[src/rtl/i2c_pkg.sv]
// rtl/i2c_pkg.sv - shared state encoding and bus constants for the I2C slave
package i2c_pkg;

  typedef enum logic [3:0] {
    IDLE,
    ADDR,
    ADDR_ACK,
    WR_PTR,
    WR_DATA,
    WR_ACK,
    RD_BYTE,
    RD_ACK,
    WAIT_STOP
  } i2c_state_e;

  localparam logic I2C_RW_READ = 1'b1;
  localparam logic I2C_ACK     = 1'b0;

endpackage

[src/rtl/i2c_sync_edge.sv]
// rtl/i2c_sync_edge.sv - multi-flop synchronizer with rise/fall pulses on the synced level
module i2c_sync_edge #(
  parameter int SYNC_STAGES = 2
) (
  input  logic clk,
  input  logic rst_n,
  input  logic d,
  output logic q,
  output logic rise,
  output logic fall
);

  logic [SYNC_STAGES-1:0] sync_r;
  logic                   prev_r;

  // Idle I2C lines are high, so start high to avoid a spurious edge out of reset.
  always_ff @(posedge clk or negedge rst_n) begin
    if (!rst_n) begin
      sync_r <= '1;
      prev_r <= 1'b1;
    end else begin
      sync_r <= {sync_r[SYNC_STAGES-2:0], d};
      prev_r <= sync_r[SYNC_STAGES-1];
    end
  end

  assign q    = sync_r[SYNC_STAGES-1];
  assign rise = q & ~prev_r;
  assign fall = ~q & prev_r;

endmodule

[src/rtl/i2c_slave_reg_if.sv]
// rtl/i2c_slave_reg_if.sv - I2C slave with register-pointer protocol and auto-increment
module i2c_slave_reg_if
  import i2c_pkg::*;
#(
  parameter logic [6:0] SLAVE_ADDR  = 7'h50,
  parameter int         PTR_W       = 8,
  parameter int         SYNC_STAGES = 2
) (
  input  logic             i2c_core_clock_i,
  input  logic             i2c_core_reset_n_i,
  input  logic             scl_i,
  input  logic             sda_i,
  output logic             sda_oe_o,
  output logic             start_o,
  output logic             stop_o,
  output logic             wr_en_o,
  output logic [PTR_W-1:0] wr_addr_o,
  output logic [7:0]       wr_data_o,
  output logic [PTR_W-1:0] rd_addr_o,
  input  logic [7:0]       rd_data_i
);

  logic scl_q, scl_rise, scl_fall;
  logic sda_q, sda_rise, sda_fall;

  i2c_sync_edge #(.SYNC_STAGES(SYNC_STAGES)) u_scl_sync (
    .clk   (i2c_core_clock_i),
    .rst_n (i2c_core_reset_n_i),
    .d     (scl_i),
    .q     (scl_q),
    .rise  (scl_rise),
    .fall  (scl_fall)
  );

  i2c_sync_edge #(.SYNC_STAGES(SYNC_STAGES)) u_sda_sync (
    .clk   (i2c_core_clock_i),
    .rst_n (i2c_core_reset_n_i),
    .d     (sda_i),
    .q     (sda_q),
    .rise  (sda_rise),
    .fall  (sda_fall)
  );

  i2c_state_e       state;
  logic [3:0]       bit_cnt;
  logic [7:0]       shift_r;
  logic             rw_r;
  logic [PTR_W-1:0] ptr_r;

  logic start_det, stop_det;
  assign start_det = sda_fall & scl_q;
  assign stop_det  = sda_rise & scl_q;
  assign rd_addr_o = ptr_r;

  always_ff @(posedge i2c_core_clock_i or negedge i2c_core_reset_n_i) begin
    if (!i2c_core_reset_n_i) begin
      state     <= IDLE;
      bit_cnt   <= '0;
      shift_r   <= '0;
      rw_r      <= 1'b0;
      ptr_r     <= '0;
      sda_oe_o  <= 1'b0;
      start_o   <= 1'b0;
      stop_o    <= 1'b0;
      wr_en_o   <= 1'b0;
      wr_addr_o <= '0;
      wr_data_o <= '0;
    end else begin
      start_o <= 1'b0;
      stop_o  <= 1'b0;
      wr_en_o <= 1'b0;
      if (start_det) begin
        state    <= ADDR;
        bit_cnt  <= '0;
        sda_oe_o <= 1'b0;
        start_o  <= 1'b1;
      end else if (stop_det) begin
        state    <= IDLE;
        bit_cnt  <= '0;
        sda_oe_o <= 1'b0;
        stop_o   <= 1'b1;
      end else if (scl_rise) begin
        case (state)
          ADDR, WR_PTR, WR_DATA: begin
            if (bit_cnt != 4'd8) begin
              shift_r <= {shift_r[6:0], sda_q};
              bit_cnt <= bit_cnt + 4'd1;
            end
          end
          RD_ACK: if (sda_q != I2C_ACK) state <= WAIT_STOP;
          default: ;
        endcase
      end else if (scl_fall) begin
        case (state)
          ADDR: begin
            if (bit_cnt == 4'd8) begin
              bit_cnt <= '0;
              if (shift_r[7:1] == SLAVE_ADDR) begin
                rw_r     <= shift_r[0];
                sda_oe_o <= 1'b1;
                state    <= ADDR_ACK;
              end else begin
                sda_oe_o <= 1'b0;
                state    <= WAIT_STOP;
              end
            end
          end
          // RD_ACK only survives to the fall when the master ACKed, so both reload here.
          ADDR_ACK, RD_ACK: begin
            if (state == RD_ACK || rw_r == I2C_RW_READ) begin
              shift_r  <= rd_data_i;
              sda_oe_o <= ~rd_data_i[7];
              bit_cnt  <= 4'd1;
              state    <= RD_BYTE;
            end else begin
              sda_oe_o <= 1'b0;
              bit_cnt  <= '0;
              state    <= WR_PTR;
            end
          end
          WR_PTR: begin
            if (bit_cnt == 4'd8) begin
              ptr_r    <= PTR_W'(shift_r);
              sda_oe_o <= 1'b1;
              bit_cnt  <= '0;
              state    <= WR_ACK;
            end
          end
          WR_DATA: begin
            if (bit_cnt == 4'd8) begin
              wr_addr_o <= ptr_r;
              wr_data_o <= shift_r;
              wr_en_o   <= 1'b1;
              ptr_r     <= ptr_r + PTR_W'(1);
              sda_oe_o  <= 1'b1;
              bit_cnt   <= '0;
              state     <= WR_ACK;
            end
          end
          WR_ACK: begin
            sda_oe_o <= 1'b0;
            bit_cnt  <= '0;
            state    <= WR_DATA;
          end
          RD_BYTE: begin
            if (bit_cnt == 4'd8) begin
              sda_oe_o <= 1'b0;
              ptr_r    <= ptr_r + PTR_W'(1);
              bit_cnt  <= '0;
              state    <= RD_ACK;
            end else begin
              shift_r  <= {shift_r[6:0], 1'b0};
              sda_oe_o <= ~shift_r[6];
              bit_cnt  <= bit_cnt + 4'd1;
            end
          end
          default: ;
        endcase
      end
    end
  end

endmodule

[config.mk]
export PLATFORM = sky130hd
export DESIGN_NAME = i2c_slave_reg_if
export DESIGN_NICKNAME = d
export VERILOG_FILES = /design/src/rtl/i2c_pkg.sv /design/src/rtl/i2c_sync_edge.sv /design/src/rtl/i2c_slave_reg_if.sv
export SDC_FILE = /design/constraint.sdc
export NUM_CORES = 1
export LEC_CHECK = 0
export BUFFER_PORTS_ARGS = -buffer_cell sky130_fd_sc_hd__buf_2
export CAP_MARGIN = 5
export CORE_ASPECT_RATIO = 1.4
export CORE_UTILIZATION = 49
export DETAILED_ROUTE_END_ITERATION = 10
export HOLD_SLACK_MARGIN = 0.06
export PLACE_DENSITY_LB_ADDON = 0.08
export SLEW_MARGIN = 20
export SYNTH_ARGS = -nofsm -noshare
export SYNTH_HDL_FRONTEND = slang
export SYNTH_SLANG_ARGS = --single-unit
export TNS_END_PERCENT = 5
[constraint.sdc]
create_clock -name i2c_core_clock_i -period 1.91 [get_ports i2c_core_clock_i]
set_input_delay 0.382 -clock i2c_core_clock_i [delete_from_list [all_inputs] [get_ports i2c_core_clock_i]]
set_output_delay 0.382 -clock i2c_core_clock_i [all_outputs]
set_load 0.05 [all_outputs]
# Word level (Yosys, flattened, before mapping)

Index checks and enable logic that the tools add are counted.

Muxes and demuxes: 51
$add $sub $neg: 2
Equality and inequality tests: 28
Bitwise logic cells: 15
Reduce and logical (&&, ||, !) cells: 19

Operators by type and width:

| cell                  | count |
|---|---|
| $mux W4               | 18 |
| $mux W8               | 8 |
| $pmux W8 S2           | 2 |
| $reduce_and A7 Y1     | 3 |
| $pmux W4 S5           | 1 |
| $mux W1               | 19 |
| $eq A4 B3 Y1 const B  | 4 |
| $ne A4 B1 Y1 const B  | 4 |
| $pmux W4 S4           | 1 |
| $ne A5 B1 Y1 const B  | 2 |
| $ne A5 B5 Y1 const B  | 2 |
| $reduce_and A5 Y1     | 2 |
| $not A1 Y1            | 9 |
| $add A8 B1 Y8 const B | 1 |
| $eq A4 B2 Y1 const B  | 2 |
| $ne A4 B4 Y1 const B  | 2 |
| $reduce_and A8 Y1     | 1 |
| $reduce_bool A8 Y1    | 1 |
| $eq A7 B7 Y1 const B  | 1 |
| $ne A7 B2 Y1 const B  | 1 |
| $reduce_bool A7 Y1    | 1 |
| $and A1 B1 Y1         | 6 |
| $ne A3 B3 Y1 const B  | 2 |
| $reduce_and A6 Y1     | 1 |
| other kinds (15)      | 21 |

Bits in registers: 51
Output and inout bits: 28

# Depth between registers and ports, before layout

Depth after elaboration: 8
Mapped depth: 8

# By module

Synthesis repeated with hierarchy kept, for this count alone.

Cell total of the unflattened synthesis: 234
Area total of the unflattened synthesis: 2715.1 sq um

By module, submodules not included:

| module           | instances | cells an instance | area an instance (sq um) |
|---|---|---|---|
| i2c_slave_reg_if | 1         | 224               | 2527.4 |
| i2c_sync_edge    | 2         | 5                 | 93.8 |

# Least setup slack after synthesis

OpenSTA, ideal clock, no wires.

Kind: reg-to-reg
Start point: reg u_scl_sync.prev_r
End point: reg state[1]
Path slack: -88 ps
Data arrival time: 1925 ps
Stages on the path, launching flop included: 7
Required time: 1837 ps
Cell sequence: dfstp_2 > inv_1 > ha_1 > a2111o_1 > a221o_1 > a2111o_1 > a21oi_2

Longest elaborated chain between the ends: 5
Elaborated cells between the ends (all ways): 14

Ends and longest elaborated chain:

| item                                                                      | line                   | source |
|---|---|---|
| start: declaration                                                        | i2c_sync_edge.sv:14    | `logic prev_r;` |
| start signal: assignment                                                  | i2c_sync_edge.sv:23    | `prev_r <= sync_r[SYNC_STAGES-1];` |
| parallel branches: the longest is 5 deep, another holds $reduce_and A7 Y1 | --                     |  |
| end signal: assignment                                                    | i2c_slave_reg_if.sv:73 | `state <= ADDR;` |
| end signal: assignment                                                    | i2c_slave_reg_if.sv:78 | `state <= IDLE;` |
| end signal: assignment                                                    | i2c_slave_reg_if.sv:90 | `RD_ACK: if (sda_q != I2C_ACK) state <= WAIT_STOP;` |
| end: declaration                                                          | i2c_slave_reg_if.sv:44 | `i2c_state_e state;` |

Parallel ways; which one is timed is not known.
A chain may end at the register's enable or synchronous reset.

# Worst setup path in the final report

Start point: reg bit_cnt[0]
End point: reg state[2]

Longest elaborated chain between the ends: 3
Elaborated cells between the ends (all ways): 5

Ends and longest elaborated chain:

| item                                                                 | line                    | source |
|---|---|---|
| start: declaration                                                   | i2c_slave_reg_if.sv:45  | `logic [3:0] bit_cnt;` |
| start signal: assignment                                             | i2c_slave_reg_if.sv:87  | `bit_cnt <= bit_cnt + 4'd1;` |
| start signal: assignment                                             | i2c_slave_reg_if.sv:154 | `bit_cnt <= bit_cnt + 4'd1;` |
| $eq A4 B4 Y1 *                                                       | --                      |  |
| $ne A5 B5 Y1 (no source line) / $ne A5 B1 Y1 (equally long branches) | --                      |  |
| $reduce_and A7 Y1 (no source line) *                                 | --                      |  |
| end signal: assignment                                               | i2c_slave_reg_if.sv:101 | `state <= ADDR_ACK;` |
| end signal: assignment                                               | i2c_slave_reg_if.sv:126 | `state <= WR_ACK;` |
| end signal: assignment                                               | i2c_slave_reg_if.sv:150 | `state <= RD_ACK;` |

Every way passes the cells marked *; elsewhere a longest branch is shown, timed or not.

==> summary.txt <==
Logic synthesis
  – Synth Flop Type: dfrtp_1
  – Register bit count reported by yosys: 51
  – Synthesized Nets: 271
  – Synth Instances: 253
  – Synth Area per Inst: 10.5 µm²
  – Synth cell types: 57
  – Synthesized area: 2670 µm²
  – Yosys warns: 0
  – Post-synth EDFFs: 0
  – Sequential fraction of the synthesis area: 48.1%
  – Asr flop ratio synth: 100%

Clocking
  – Clk sinks: 51
  – Clk root buf: clkbuf_8
  – CTS clk-pin slew, worst paths: 90 ps
  – CTS buffer count: 5
  – TritonCTS clock tree: done
  – Max clock buf depth: 2
  – Worst-Skew Late Latency: 310 ps
  – Htree depth: 2

Global route
  – Maximum number of pins on one net before global-route repair: 34
  – Total grt overflow: 0
  – Initial antenna violation count: 0
  – Gr usage total: 24.8%
  – Number of global-route vias before repair: 2,203
  – First-pass GRT wire length: 10,500 µm

STA
  – Final-report setup violation count: 8
  – Fin crit period: 2050 ps
  – Final period utilization: 107%
  – Peak Freq: 488 MHz
  – RSZ-0062 raised after global routing: yes
  – Final Hold Viols: 0
  – Worst-margin pin slew: 461 ps
  – Clk_skew: 6.42 ps
  – Slew Viols, Final: 0
  – Worst slew margin: 69.2%
  – Final worst slack: -138 ps

Route
  – Starting DRT DRC Count: 147
  – Drt pass-1 iters: 4
  – DRT antenna net count: 0
  – Via Count: 2,288
  – Final WL: 6660 µm
  – Wirelength per Cell: 16.4 µm
  – Number of remaining DRC errors: 0
  – Via/cell ratio: 5.64

Cells and area
  – Area delta synth->final: 33.0%
  – Most frequent cells in the layout: dfrtp_1, buf_4, buf_2, a21oi_1, nor2_1
  – Ant diodes: 0
  – Final #Nets: 357
  – Fillers: 418
  – Fraction of layout cells with a size suffix above 1: 43.5%
  – Fin cells: 406

Power
  – Leak: 1.73 nW
  – P per Cell Area: 865 nW/µm²
  – Overall power: 3.07 mW
  – Worst vdd ir: 0.463 mV

Die
  – Floorplan row count: 31
  – Die area: 5750 µm²
  – Initial core utilization: 51.3%
  – Die Wd: 64.4 µm
  – Core area: 5200 µm²
  – Die Y: 89.3 µm
  – IO Count: 40

Critical path
  – Worst-path cell chain: inv_2 > ha_4 > nand3b_4 > a2111o_1 > a221o_1 > buf_4 > o221a_2
  – Crit path required time: 2110 ps
  – Worst Setup End Kind: register
  – Critical Path Start Type: register
  – Kind of critical path: register to register
  – Critical path fanouts, max: 5
  – Buffers & Inverters on Critical Path: 2
  – Arrival @ worst endpoint: 2240 ps
  – CP max stage delay: 430 ps
  – CP delay by family, top: compound AO/OA/AOI/OAI gates
  – CP max-delay cell: a221o_1

Placement
  – Dpl hpwl: 4920 µm
  – I/O Buffers: 39
  – GP Congestion: 0.880
  – Pre-CTS setup slack: -390 ps
  – Placed Cells: 390

Flow run
  – Max_cap viols: 0

Run status
  – Status: finished with violations
  – Failing checks: negative setup slack

Min path
  – HP Class: primary input to register
[worst register-to-register path, stage by stage, from the launching register on]
cell and delay, ps:
dfrtp_1 400, inv_2 90, ha_4 140, nand3b_4 80, a2111o_1 370, a221o_1 430
buf_4 170, o221a_2 260
[kinds of logic after synthesis]
| logic type | count (synthesis) | share of synthesized area [%] |
|---|---|---|
| adders and majority gates | 6 | 2.81 |
| muxes | 29 | 11.8 |
| AOI/OAI and AO/OA | 65 | 16.3 |
| and+or+nand+nor | 83 | 17.8 |
| buffers and inverters | 19 | 3.24 |
| DFF | 51 | 48.1 |
[where the power goes]
| group | switching [mW] | leakage (nW) | internal (mW) | total (mW) |
|---|---|---|---|---|
| registers | 0.134 | 0.661 | 1.20 | 1.33 |
| clock network | 0.363 | 0.0581 | 0.390 | 0.754 |
| logic | 0.482 | 1.01 | 0.500 | 0.982 |
| total | 0.979 | 1.73 | 2.09 | 3.07 |
[synthesized netlist by cell type (5+ instances only)]
master / number / area share (%)
dfrtp_1: 45 / 42
a21oi_1: 22 / 4.1
nor2_1: 18 / 2.5
mux2_2: 17 / 7.2
nand2_1: 13 / 1.8
o21ai_0: 11 / 2.1
inv_1: 10 / 1.4
mux2i_1: 10 / 3.8
nand3_1: 10 / 1.9
buf_2: 6 / 1.1
dfstp_2: 6 / 5.9
ha_1: 6 / 2.8
and2_1: 5 / 1.2
nor2b_1: 5 / 1.2
[routing by layer]
layer | global-route usage [%] | routed length [µm]
met1 | 26.2 | 2610
met2 | 45.6 | 3580
met3 | 3.95 | 183
met4 | 16.0 | 286
met5 | 0 | 0
[path summary, 6_finish.rpt]
path	startpoint	endpoint	slack [ps]	cells past startpoint
worst max register to register	bit_cnt[0]	state[2]	-140	7
worst min register to register	u_sda_sync.sync_r[0]	u_sda_sync.sync_r[1]	360	0
max in group asynchronous	i2c_core_reset_n_i	u_sda_sync.sync_r[1]	760	3
min in group asynchronous	i2c_core_reset_n_i	wr_addr_o[1]	540	2
worst min-delay path	sda_i	u_sda_sync.sync_r[0]	170	1
worst max-delay path	bit_cnt[0]	state[2]	-140	7
[per-stage QoR]
step                setup TNS (ps)  cell area (µm²)  utilization, %  hold slack [ps]
floorplan                     -282             2670               -             86.4
global placement             -3320             3250            62.5              347
detailed placement           -4100             3250            62.5              348
CTS                           -652             3500            67.4              154
global route                 -1980             3550            68.2              153
finish                        -793             3550            68.2              165
[final cells by class]
type	instances	area (µm²)	area share (%)
Inverter	10	40.0	1.13
Multi-Input combinational cell	183	1430	40.2
Sequential cell	51	1280	36.2
Tap cell	66	82.6	2.33
Clock inverter	3	43.8	1.23
Timing Repair Buffer	88	603	17.0
Clock buffer	5	68.8	1.94
[flip-flops by register name, summed over array words and instances, names as in the netlist]
signal             count
state                  4
u_scl_sync.prev_r      1
rw_r                   1
u_scl_sync.sync_r      2
bit_cnt                4
sda_oe_o               1
stop_o                 1
rd_addr_o              8
wr_addr_o              8
shift_r                8
start_o                1
u_sda_sync.prev_r      1
wr_data_o              8
u_sda_sync.sync_r      2
wr_en_o                1
[what timing repair did]
action | in CTS | in global routing
pin swaps | 8 | 5
hold buffers | 1 | 0
setup endpoints to repair | 18 | 20
endpoints found under the hold margin | 14 | 0
resized for setup | 20 | 9
buffers inserted | 6 | 1
(Power assumes the default switching activity.)
